**config.mk**
```make
export PLATFORM = sky130hd
export DESIGN_NAME = audio_stream_sequencer_flat
export DESIGN_NICKNAME = d
export VERILOG_FILES = /design/src/rtl/audio_seq_pkg.sv /design/src/rtl/audio_stream_sequencer_if.sv /design/src/rtl/audio_stream_sequencer_timeout.sv /design/src/rtl/audio_stream_sequencer.sv /design/src/flat_wrapper.sv
export SDC_FILE = /design/constraint.sdc
export NUM_CORES = 1
export LEC_CHECK = 0
export CORE_MARGIN = 4
export CORE_UTILIZATION = 33
export DETAILED_ROUTE_END_ITERATION = 8
export PLACE_DENSITY = 0.75
export REMOVE_ABC_BUFFERS = 1
export SYNTH_ARGS = -nofsm -noshare
export SYNTH_HDL_FRONTEND = slang
export SYNTH_HIERARCHICAL = 1
export SYNTH_SLANG_ARGS = --single-unit
```
**constraint.sdc**
```tcl
create_clock -name clk -period 2.7 [get_ports clk]
set_clock_uncertainty 0.1 [all_clocks]
set_input_delay 0.27 -clock clk [delete_from_list [all_inputs] [get_ports clk]]
set_output_delay 0.27 -clock clk [all_outputs]
set_load 0.03 [all_outputs]
```
**src/rtl/audio_seq_pkg.sv**
```systemverilog
// Shared constants for the audio stream sequencer: state encoding, default sample width, channel slices.
// The optional statistics counters are enabled by defining AUDIO_SEQ_STATS_EN.
package audio_seq_pkg;

    localparam int DEF_DATA_WIDTH = 32;
    localparam int CH_WIDTH       = 16;
    localparam int LEFT_LSB       = 0;
    localparam int RIGHT_LSB      = 16;

    localparam logic [2:0] ST_IDLE    = 3'd0;
    localparam logic [2:0] ST_READ    = 3'd1;
    localparam logic [2:0] ST_CAPTURE = 3'd2;
    localparam logic [2:0] ST_PROC    = 3'd3;
    localparam logic [2:0] ST_WRITE   = 3'd4;

    typedef enum logic [2:0] {
        S_IDLE    = ST_IDLE,
        S_READ    = ST_READ,
        S_CAPTURE = ST_CAPTURE,
        S_PROC    = ST_PROC,
        S_WRITE   = ST_WRITE
    } seq_state_e;

endpackage

```
**src/rtl/audio_stream_sequencer_if.sv**
```systemverilog
// Handshake bundle between the sequencer and the RX FIFO, processing chain and TX FIFO.
// master = sequencer side, slave = FIFO / processing side.
interface audio_stream_sequencer_if #(
    parameter int DATA_WIDTH = audio_seq_pkg::DEF_DATA_WIDTH
);
    logic                  adcfifo_empty;
    logic                  adcfifo_read;
    logic [DATA_WIDTH-1:0] adcfifo_readdata;
    logic                  proc_start;
    logic [DATA_WIDTH-1:0] proc_data;
    logic                  proc_done;
    logic [DATA_WIDTH-1:0] proc_result;
    logic                  dacfifo_full;
    logic                  dacfifo_write;
    logic [DATA_WIDTH-1:0] dacfifo_writedata;

    modport master (
        input  adcfifo_empty, adcfifo_readdata, proc_done, proc_result, dacfifo_full,
        output adcfifo_read, proc_start, proc_data, dacfifo_write, dacfifo_writedata
    );

    modport slave (
        output adcfifo_empty, adcfifo_readdata, proc_done, proc_result, dacfifo_full,
        input  adcfifo_read, proc_start, proc_data, dacfifo_write, dacfifo_writedata
    );
endinterface

```
**src/rtl/audio_stream_sequencer_timeout.sv**
```systemverilog
// Processing timeout counter: synchronous clear, count enable, terminal-count flag.
// tc marks the PROC cycle whose increment brings the count to TIMEOUT_CYCLES.
module seq_timeout_counter #(
    parameter int TIMEOUT_CYCLES = 255
) (
    input  logic clk,
    input  logic reset_n,
    input  logic clr,
    input  logic en,
    output logic tc
);
    localparam int CW = $clog2(TIMEOUT_CYCLES + 1);

    logic [CW-1:0] cnt;

    always_ff @(posedge clk or negedge reset_n) begin
        if (!reset_n) begin
            cnt <= '0;
        end else if (clr) begin
            cnt <= '0;
        end else if (en) begin
            cnt <= cnt + CW'(1);
        end
    end

    assign tc = en && (cnt == CW'(TIMEOUT_CYCLES - 1));

endmodule

```
**src/rtl/audio_stream_sequencer.sv**
```systemverilog
// One-sample-at-a-time sequencer: RX FIFO -> processing chain (or bypass) -> TX FIFO.
// Define AUDIO_SEQ_STATS_EN to add saturating sample/timeout/stall counters.
module audio_stream_sequencer
    import audio_seq_pkg::*;
#(
    parameter int DATA_WIDTH     = DEF_DATA_WIDTH,
    parameter int TIMEOUT_CYCLES = 255
`ifdef AUDIO_SEQ_STATS_EN
    , parameter int CNT_WIDTH    = 16
`endif
) (
    input  logic                        clk,
    input  logic                        reset_n,
    input  logic                        enable,
    input  logic                        bypass,
    audio_stream_sequencer_if.master    bus,
    output logic                        busy,
    output logic                        timeout_err
`ifdef AUDIO_SEQ_STATS_EN
    , output logic [CNT_WIDTH-1:0]      sample_cnt
    , output logic [CNT_WIDTH-1:0]      timeout_cnt
    , output logic [CNT_WIDTH-1:0]      stall_cnt
`endif
);

    seq_state_e            state, state_nx;
    logic [DATA_WIDTH-1:0] sample_q, result_q;
    logic                  proc_start_q, timeout_err_q;
    logic                  to_tc;

    seq_timeout_counter #(.TIMEOUT_CYCLES(TIMEOUT_CYCLES)) u_timeout (
        .clk     (clk),
        .reset_n (reset_n),
        .clr     (state == S_CAPTURE),
        .en      (state == S_PROC),
        .tc      (to_tc)
    );

    always_ff @(posedge clk or negedge reset_n) begin
        if (!reset_n) begin
            state         <= S_IDLE;
            sample_q      <= '0;
            result_q      <= '0;
            proc_start_q  <= 1'b0;
            timeout_err_q <= 1'b0;
        end else begin
            state        <= state_nx;
            // Registered so proc_start lines up with the already-registered proc_data.
            proc_start_q <= (state == S_CAPTURE) && !bypass;
            if (state == S_CAPTURE) begin
                sample_q <= bus.adcfifo_readdata;
                if (bypass) result_q <= bus.adcfifo_readdata;
            end
            if (state == S_PROC) begin
                if (bus.proc_done) begin
                    result_q <= bus.proc_result;
                end else if (to_tc) begin
                    result_q      <= sample_q;
                    timeout_err_q <= 1'b1;
                end
            end
        end
    end

    always_comb begin
        state_nx = state;
        case (state)
            S_IDLE:    if (enable && !bus.adcfifo_empty) state_nx = S_READ;
            S_READ:    state_nx = S_CAPTURE;
            S_CAPTURE: state_nx = bypass ? S_WRITE : S_PROC;
            S_PROC:    if (bus.proc_done || to_tc) state_nx = S_WRITE;
            S_WRITE:   if (!bus.dacfifo_full) state_nx = S_IDLE;
            default:   state_nx = S_IDLE;
        endcase
    end

    assign bus.adcfifo_read      = (state == S_READ);
    assign bus.proc_start        = proc_start_q;
    assign bus.proc_data         = sample_q;
    assign bus.dacfifo_write     = (state == S_WRITE) && !bus.dacfifo_full;
    assign bus.dacfifo_writedata = result_q;
    assign busy                  = (state != S_IDLE);
    assign timeout_err           = timeout_err_q;

`ifdef AUDIO_SEQ_STATS_EN
    // A timeout only counts when proc_done did not arrive in the same cycle.
    always_ff @(posedge clk or negedge reset_n) begin
        if (!reset_n) begin
            sample_cnt  <= '0;
            timeout_cnt <= '0;
            stall_cnt   <= '0;
        end else begin
            if (bus.dacfifo_write && !(&sample_cnt))
                sample_cnt <= sample_cnt + CNT_WIDTH'(1);
            if ((state == S_PROC) && to_tc && !bus.proc_done && !(&timeout_cnt))
                timeout_cnt <= timeout_cnt + CNT_WIDTH'(1);
            if ((state == S_WRITE) && bus.dacfifo_full && !(&stall_cnt))
                stall_cnt <= stall_cnt + CNT_WIDTH'(1);
        end
    end
`endif

endmodule

```
**src/flat_wrapper.sv**
```systemverilog
// flat-port wrapper written by rule: the top's interface ports become plain ports
module audio_stream_sequencer_flat import audio_seq_pkg::*;
#(
    parameter int DATA_WIDTH     = DEF_DATA_WIDTH,
    parameter int TIMEOUT_CYCLES = 255

)
  (clk, reset_n, enable, bypass, busy, timeout_err, bus_adcfifo_empty, bus_adcfifo_readdata, bus_proc_done, bus_proc_result, bus_dacfifo_full, bus_adcfifo_read, bus_proc_start, bus_proc_data, bus_dacfifo_write, bus_dacfifo_writedata);
  audio_stream_sequencer_if #(.DATA_WIDTH(DATA_WIDTH)) bus_i ();
  input  logic clk;
  input  logic reset_n;
  input  logic enable;
  input  logic bypass;
  output logic busy;
  output logic timeout_err;
  input wire logic [$bits(bus_i.adcfifo_empty)-1:0] bus_adcfifo_empty;
  input wire logic [$bits(bus_i.adcfifo_readdata)-1:0] bus_adcfifo_readdata;
  input wire logic [$bits(bus_i.proc_done)-1:0] bus_proc_done;
  input wire logic [$bits(bus_i.proc_result)-1:0] bus_proc_result;
  input wire logic [$bits(bus_i.dacfifo_full)-1:0] bus_dacfifo_full;
  output wire logic [$bits(bus_i.adcfifo_read)-1:0] bus_adcfifo_read;
  output wire logic [$bits(bus_i.proc_start)-1:0] bus_proc_start;
  output wire logic [$bits(bus_i.proc_data)-1:0] bus_proc_data;
  output wire logic [$bits(bus_i.dacfifo_write)-1:0] bus_dacfifo_write;
  output wire logic [$bits(bus_i.dacfifo_writedata)-1:0] bus_dacfifo_writedata;
  assign bus_i.adcfifo_empty = bus_adcfifo_empty;
  assign bus_i.adcfifo_readdata = bus_adcfifo_readdata;
  assign bus_i.proc_done = bus_proc_done;
  assign bus_i.proc_result = bus_proc_result;
  assign bus_i.dacfifo_full = bus_dacfifo_full;
  assign bus_adcfifo_read = bus_i.adcfifo_read;
  assign bus_proc_start = bus_i.proc_start;
  assign bus_proc_data = bus_i.proc_data;
  assign bus_dacfifo_write = bus_i.dacfifo_write;
  assign bus_dacfifo_writedata = bus_i.dacfifo_writedata;
  audio_stream_sequencer #(.DATA_WIDTH(DATA_WIDTH), .TIMEOUT_CYCLES(TIMEOUT_CYCLES)) u_core (.clk(clk), .reset_n(reset_n), .enable(enable), .bypass(bypass), .bus(bus_i), .busy(busy), .timeout_err(timeout_err));
endmodule
```
; ---- After elaboration in Yosys (flattened, before gate mapping)
; Cells that the tools add are included.
[totals]
mem_bits_ro = 0
out_inout_bits = 69
ff_bits = 77
mem_bits_rw = 0
latch_bits = 0
wordCells = 41
input_bits = 71
n_memories = 0
[classes]
n_div = 0
mux = 12
bitwise = 1
shifts = 0
mul = 0
magnitude_cmp = 0
eq_ne = 8
reduce_logical = 13
addsub = 1
[op_table]
columns = operator, n
row1 = $mux 32, 5
row2 = $mux 8, 2
row3 = $pmux 3 s5, 1
row4 = $mux 3, 4
row5 = $add 8x1->8 const B, 1
row6 = $eq 8x8->1 const B, 1
row7 = $eq 3x2->1 const B, 2
row8 = $reduce_and 3->1, 2
row9 = $logic_and 1x1->1, 4
row10 = $ne 2x1->1 const B, 2
row11 = $eq 3x1->1 const B, 1
row12 = $eq 3x3->1 const B, 1
row13 = $logic_not 1->1, 3
row14 = $logic_not 3->1, 1
row15 = $reduce_bool 3->1, 1
row16 = $ne 2x2->1 const B, 1
row17 = $reduce_bool 2->1, 1
row18 = $logic_or 1x1->1, 1
row19 = $not 1->1, 1

; ---- Longest topological paths before layout
[logic_depth]
ltp_word = 5
mapped_depth = 11
ltp_nobuf = 7

; ---- By module
; The synthesis kept the hierarchy.
[modules_own_cells]
columns = mod, cells_each, area_each_um2, instances
row1 = audio_stream_sequencer, 244, 3229.3, 1
row2 = seq_timeout_counter, 41, 411.6, 1

; ---- Least setup slack after synthesis
; OpenSTA, ideal clock, no wires.
[synth_path]
path_type = reg-to-reg
start = register u_core.state[2]
end = register u_core.result_q[22] (netlist: u_core/bus.dacfifo_writedata[22])
setup_ns = 0.077
t_arrival_ns = 2.274
path_buffers = 5
slack_ns = 0.249
required_time_ns = 2.523
path_stages_with_launch = 12
path_cell_list = dfrtp_1 and3b_2 buf_2 clkbuf_1 buf_4 nand4_1 nor2_1 nor2b_1 buf_1 clkbuf_1 a32oi_1 o21ai_1
[synth_via]
elab_chain_cells = 5
elab_cells_between_ends = 7
classes_between = eq/ne: 2 / mux: 4 / reduce/logical: 1
[synth_lines]
columns = element, line_no
row1 = start: declaration, audio_stream_sequencer.sv:26  ; seq_state_e state, state_nx;
row2 = start signal: assignment, audio_stream_sequencer.sv:47  ; state <= state_nx;
row3 = $eq 3x2->1, audio_stream_sequencer.sv:35  ; .en (state == S_PROC),
row4 = $logic_and 1x1->1, audio_stream_sequencer_timeout.sv:26  ; assign tc = en && (cnt == CW'(TIMEOUT_CYCLES - 1));
row5 = via u_core.to_tc, audio_stream_sequencer.sv:29  ; logic to_tc;
row6 = $mux 32, audio_stream_sequencer.sv:57  ; end else if (to_tc) begin
row7 = $mux 32, audio_stream_sequencer.sv:55  ; if (bus.proc_done) begin
row8 = $mux 32, audio_stream_sequencer.sv:54  ; if (state == S_PROC) begin
row9 = end signal: assignment, audio_stream_sequencer.sv:52  ; if (bypass) result_q <= bus.adcfifo_readdata;
row10 = end signal: assignment, audio_stream_sequencer.sv:56  ; result_q <= bus.proc_result;
row11 = end signal: assignment, audio_stream_sequencer.sv:58  ; result_q <= sample_q;
row12 = end: declaration, audio_stream_sequencer.sv:27  ; logic [DATA_WIDTH-1:0] sample_q, result_q;
; The timed path passes the listed nets, and every way through them passes these cells.
; A chain may end at the register's enable or synchronous reset.

; ---- Final worst setup path
[layout_path]
start = register u_core.state[2]
end = output busy
[layout_via]
elab_chain_cells = 1
[layout_lines]
columns = element, line_no
row1 = $reduce_bool 3->1, audio_stream_sequencer.sv:82  ; assign busy = (state != S_IDLE);
row2 = end: declaration, flat_wrapper.sv:14  ; output logic busy;
; Every way passes these cells.

==> out/summary.json <==
{
  "failing_checks": "negative hold slack",
  "crit_path_top_delay_cell": "clkdlybuf4s50_1",
  "power.density_cell_area_mw_per_mm2": 1192,
  "worst_pin_slew_ns": 0.9830,
  "fillerInstances": 986,
  "sw_frac_of_total_pct": 41.57,
  "final-hold-violation-count": 5,
  "postLayoutCellArea_sq_mm": 0.005304,
  "worstPathArrival_ns": 1.99,
  "cts_num_sinks": 77,
  "cts_hold_buffers": 0,
  "dr.pass1.iters": 8,
  "crit_required_ns": 2.33,
  "cts_htree_levels": 3,
  "layout-drive-gt1-share_pct": 15.80,
  "rsz0062_at_grt": "no",
  "clock_power_share_pct": 14.6,
  "grtUsageTotal_pct": 16.13,
  "initialDrtViolationCount": 131,
  "cts_inserted_buffers": 9,
  "cts-root-to-sink-buffers": 2,
  "setup.worst_path.start_class": "flop",
  "critical_path_class": "flop to output port",
  "drv.max_cap_violation_count": 0,
  "pre_cts_slack_ns": 0.6045,
  "clock-root-buffer": "clkbuf_8",
  "layout.nets": 492,
  "core_region_area_sq_mm": 0.01084,
  "synthesis_stage_register_bit_count": 77,
  "tritoncts": "built",
  "place_area_sq_mm": 0.005092,
  "layout_worst_path_cycle_share_pct": 87.44,
  "remaining_drc_errors": 0,
  "worst_ir_drop_on_vdd_uv": 607.0,
  "synth.yosys.seq_area_share_pct": 52.92,
  "gr_overflow_total": 0,
  "die_area_sq_mm": 0.01278,
  "post_synth.cell_area_avg_sq_um": 12.78,
  "share_of_total_power_in_sequential_cells_pct": 33.1,
  "detail-route-antenna-nets": 0,
  "fp.dieW_um": 113.0,
  "ioPinCount": 140,
  "postCtsResizedCells": 0,
  "grt_pass1_wl_um": 16400,
  "post_synth_main_area_contributors": "dfrtp_1 (53%), mux2_2 (9.9%), mux2i_1 (8.8%)",
  "die_y_um": 113.0,
  "path_cells": "or3_2 -> clkdlybuf4s50_1",
  "post-cts-setup-buffer-count": 0,
  "cpPeakStageDelay_ns": 0.60,
  "max_fanout_on_critical_path": 11,
  "relSlewSlack_pct": 34.47,
  "yosysTopAreaCell": "dfrtp_1",
  "pin_count_of_the_biggest_net_entering_global_routing": 78,
  "worstSetupEndpointType": "output port",
  "asyncSetResetFlopFracSynth_pct": 100.0,
  "fmax_mhz": 423.6,
  "grt_antenna_before_repair": 0,
  "hp-class": "input pin to asynchronous set/reset pin",
  "detail_route.wl_per_cell_um": 18.21,
  "core.rowCount": 38,
  "cell_area_after_synthesis_sq_mm": 0.003641,
  "placed_insts": 548,
  "pwr-share-comb_pct": 52.3,
  "antenna_fix_cells": 0,
  "gp_routability_congestion": 0.7720,
  "synth_ff_type": "dfrtp_1",
  "flip_flop_and_latch_area_sq_mm": 0.001927,
  "final.setup.tns_ns": 0,
  "number_of_enable_type_register_cells_in_the_synthesized_netlist": 0,
  "ys_types": 38,
  "postSynthCellCount": 285,
  "setup_viol": 0,
  "io_buf_count": 139,
  "outcome": "finished with violations",
  "final-instance-count-excl-fill": 564,
  "power_switching_mw": 2.629,
  "power_leakage_nw": 2.040,
  "place.detailed.hpwl_um": 7063,
  "cp_num_buf_inv": 1,
  "path_delay_family": "buffers and inverters",
  "routed_wl_um": 10270,
  "first_global_vias": 3203,
  "yosysWarningCount": 6,
  "timing_max_transition_violations_final": 0,
  "finalWorstPathRequiredPeriod_ns": 2.361,
  "finalWorstSetupSlack_ns": 0.3391,
  "flow.area_growth_from_synthesis_pct": 45.67,
  "routed-via-count": 2980,
  "synth_top_area_share_pct": 52.92,
  "effective_utilization_at_floorplan_pct": 33.59,
  "post_drt_via_cell_ratio": 5.284,
  "path_clk_slew_ns": 0.08,
  "clkLatencyLatePin_ns": 0.34,
  "multi_input_logic_area_sq_mm": 0.001503,
  "final.hold.worst_slack_ns": -0.01452,
  "power.internal_mw": 3.695
}
[area by class of cell]
cell class                 instances  share of cell area (%)
sequential                        77                   36.33
multi-input combinational        180                   28.33
timing repair buffer             150                   27.98
tap                              140                   3.303
clock buffer                      13                   3.185
clock inverter                     3                  0.8021
inverter                           1                 0.07077
[synth_stat cells, types with 3 or more instances]
cell / number
dfrtp_1: 77
a32oi_1: 32
mux2_2: 32
mux2i_1: 32
o21ai_1: 30
clkbuf_1: 10
nor2_1: 9
o21ai_0: 7
buf_6: 5
a21oi_1: 4
buf_2: 4
buf_12: 3
nand4_1: 3
or3_1: 3
xor2_1: 3
[final timing paths]
check | from | endpoint | slack, ns | depth (start not counted)
worst max-delay path | u_core/state[2] | busy | 0.34 | 2
worst min-delay path | reset_n | u_core/bus.dacfifo_writedata[7] | -0.01 | 1
worst min register to register | u_core/timeout_err | u_core/timeout_err | 0.39 | 1
worst max register to register | u_core/state[0] | u_core/bus.dacfifo_writedata[15] | 0.59 | 7
min in group clk | u_core/timeout_err | u_core/timeout_err | 0.39 | 1
max in group asynchronous | reset_n | u_core/u_timeout/cnt[5] | 1.89 | 1
[registers in the layout, indices dropped and copies added, names as in the netlist]
register	count
u_core/state	3
u_core/timeout_err	1
u_core/bus.proc_data	32
u_core/u_timeout/cnt	8
u_core/bus.dacfifo_writedata	32
u_core/bus.proc_start	1
[layer usage]
layer,track usage [%],up-vias,part of all wire (%)
met5,0,-,0
met4,5.769,0,1.1
met3,4.492,9,7.2
met2,26.70,118,48
met1,20.23,1503,44
li1,-,1350,-
[power groups by stage]
stage | combinational (mW) | sequential [mW] | clock (mW)
after floorplan | 0.926 | 3.02 | 0
after global placement | 3.28 | 2.09 | 0
after detailed placement | 3.34 | 2.10 | 0
after CTS | 3.34 | 2.10 | 0.951
after global routing | 3.50 | 2.17 | 1.01
final | 3.31 | 2.09 | 0.922
[stage by stage]
step	utilization, %	power (mW)
3_3_place_gp	46.98	5.369
6_report	48.93	6.323
2_1_floorplan	-	3.942
3_5_place_dp	46.98	5.446
5_1_grt	48.93	6.672
4_1_cts	48.93	6.392
[worst reg2reg max path, cell delays in order, from the launching register on]
cell and delay (ns):
dfrtp_1 0.58, and3b_2 0.28, nand4_1 0.09, nor2_1 0.21, nor2b_2 0.20, buf_4 0.29, a32oi_1 0.16, o21ai_1 0.12
[layout by cell type, fill, tap and decap left out, drive strengths merged]
cell,n
mux2i,32
nand3b,1
a21oi,4
xnor2,1
nor4bb,1
inv,1
a32oi,32
or3,4
nand3,2
a22oi,1
dfrtp,77
nor2,9
o21ai,37
nor2b,2
and3b,1
clkdlybuf4s50,138
nor3b,3
o21a,1
a31o,1
ha,2
nand4,4
clkbuf,13
nand2,2
mux2,32
nor4b,2
clkinvlp,1
xor2,3
buf,12
clkinv,1
a211oi,1
and4b,1
bufinv,1
a21o,1
[cell families (layout without fill, tap and decap cells)]
logic type | Yosys count | in the layout | share of synthesized area, %
AOI/OAI and AO/OA | 78 | 78 | 14.40
xor gates and xnor gates | 4 | 4 | 0.9624
adders and majority gates | 2 | 2 | 0.6872
buffers and inverters | 28 | 167 | 5.876
DFF | 77 | 77 | 52.92
muxes | 64 | 64 | 18.69
and+or+nand+nor | 32 | 32 | 6.461
No activity file was read; power rests on OpenSTA's default activity.
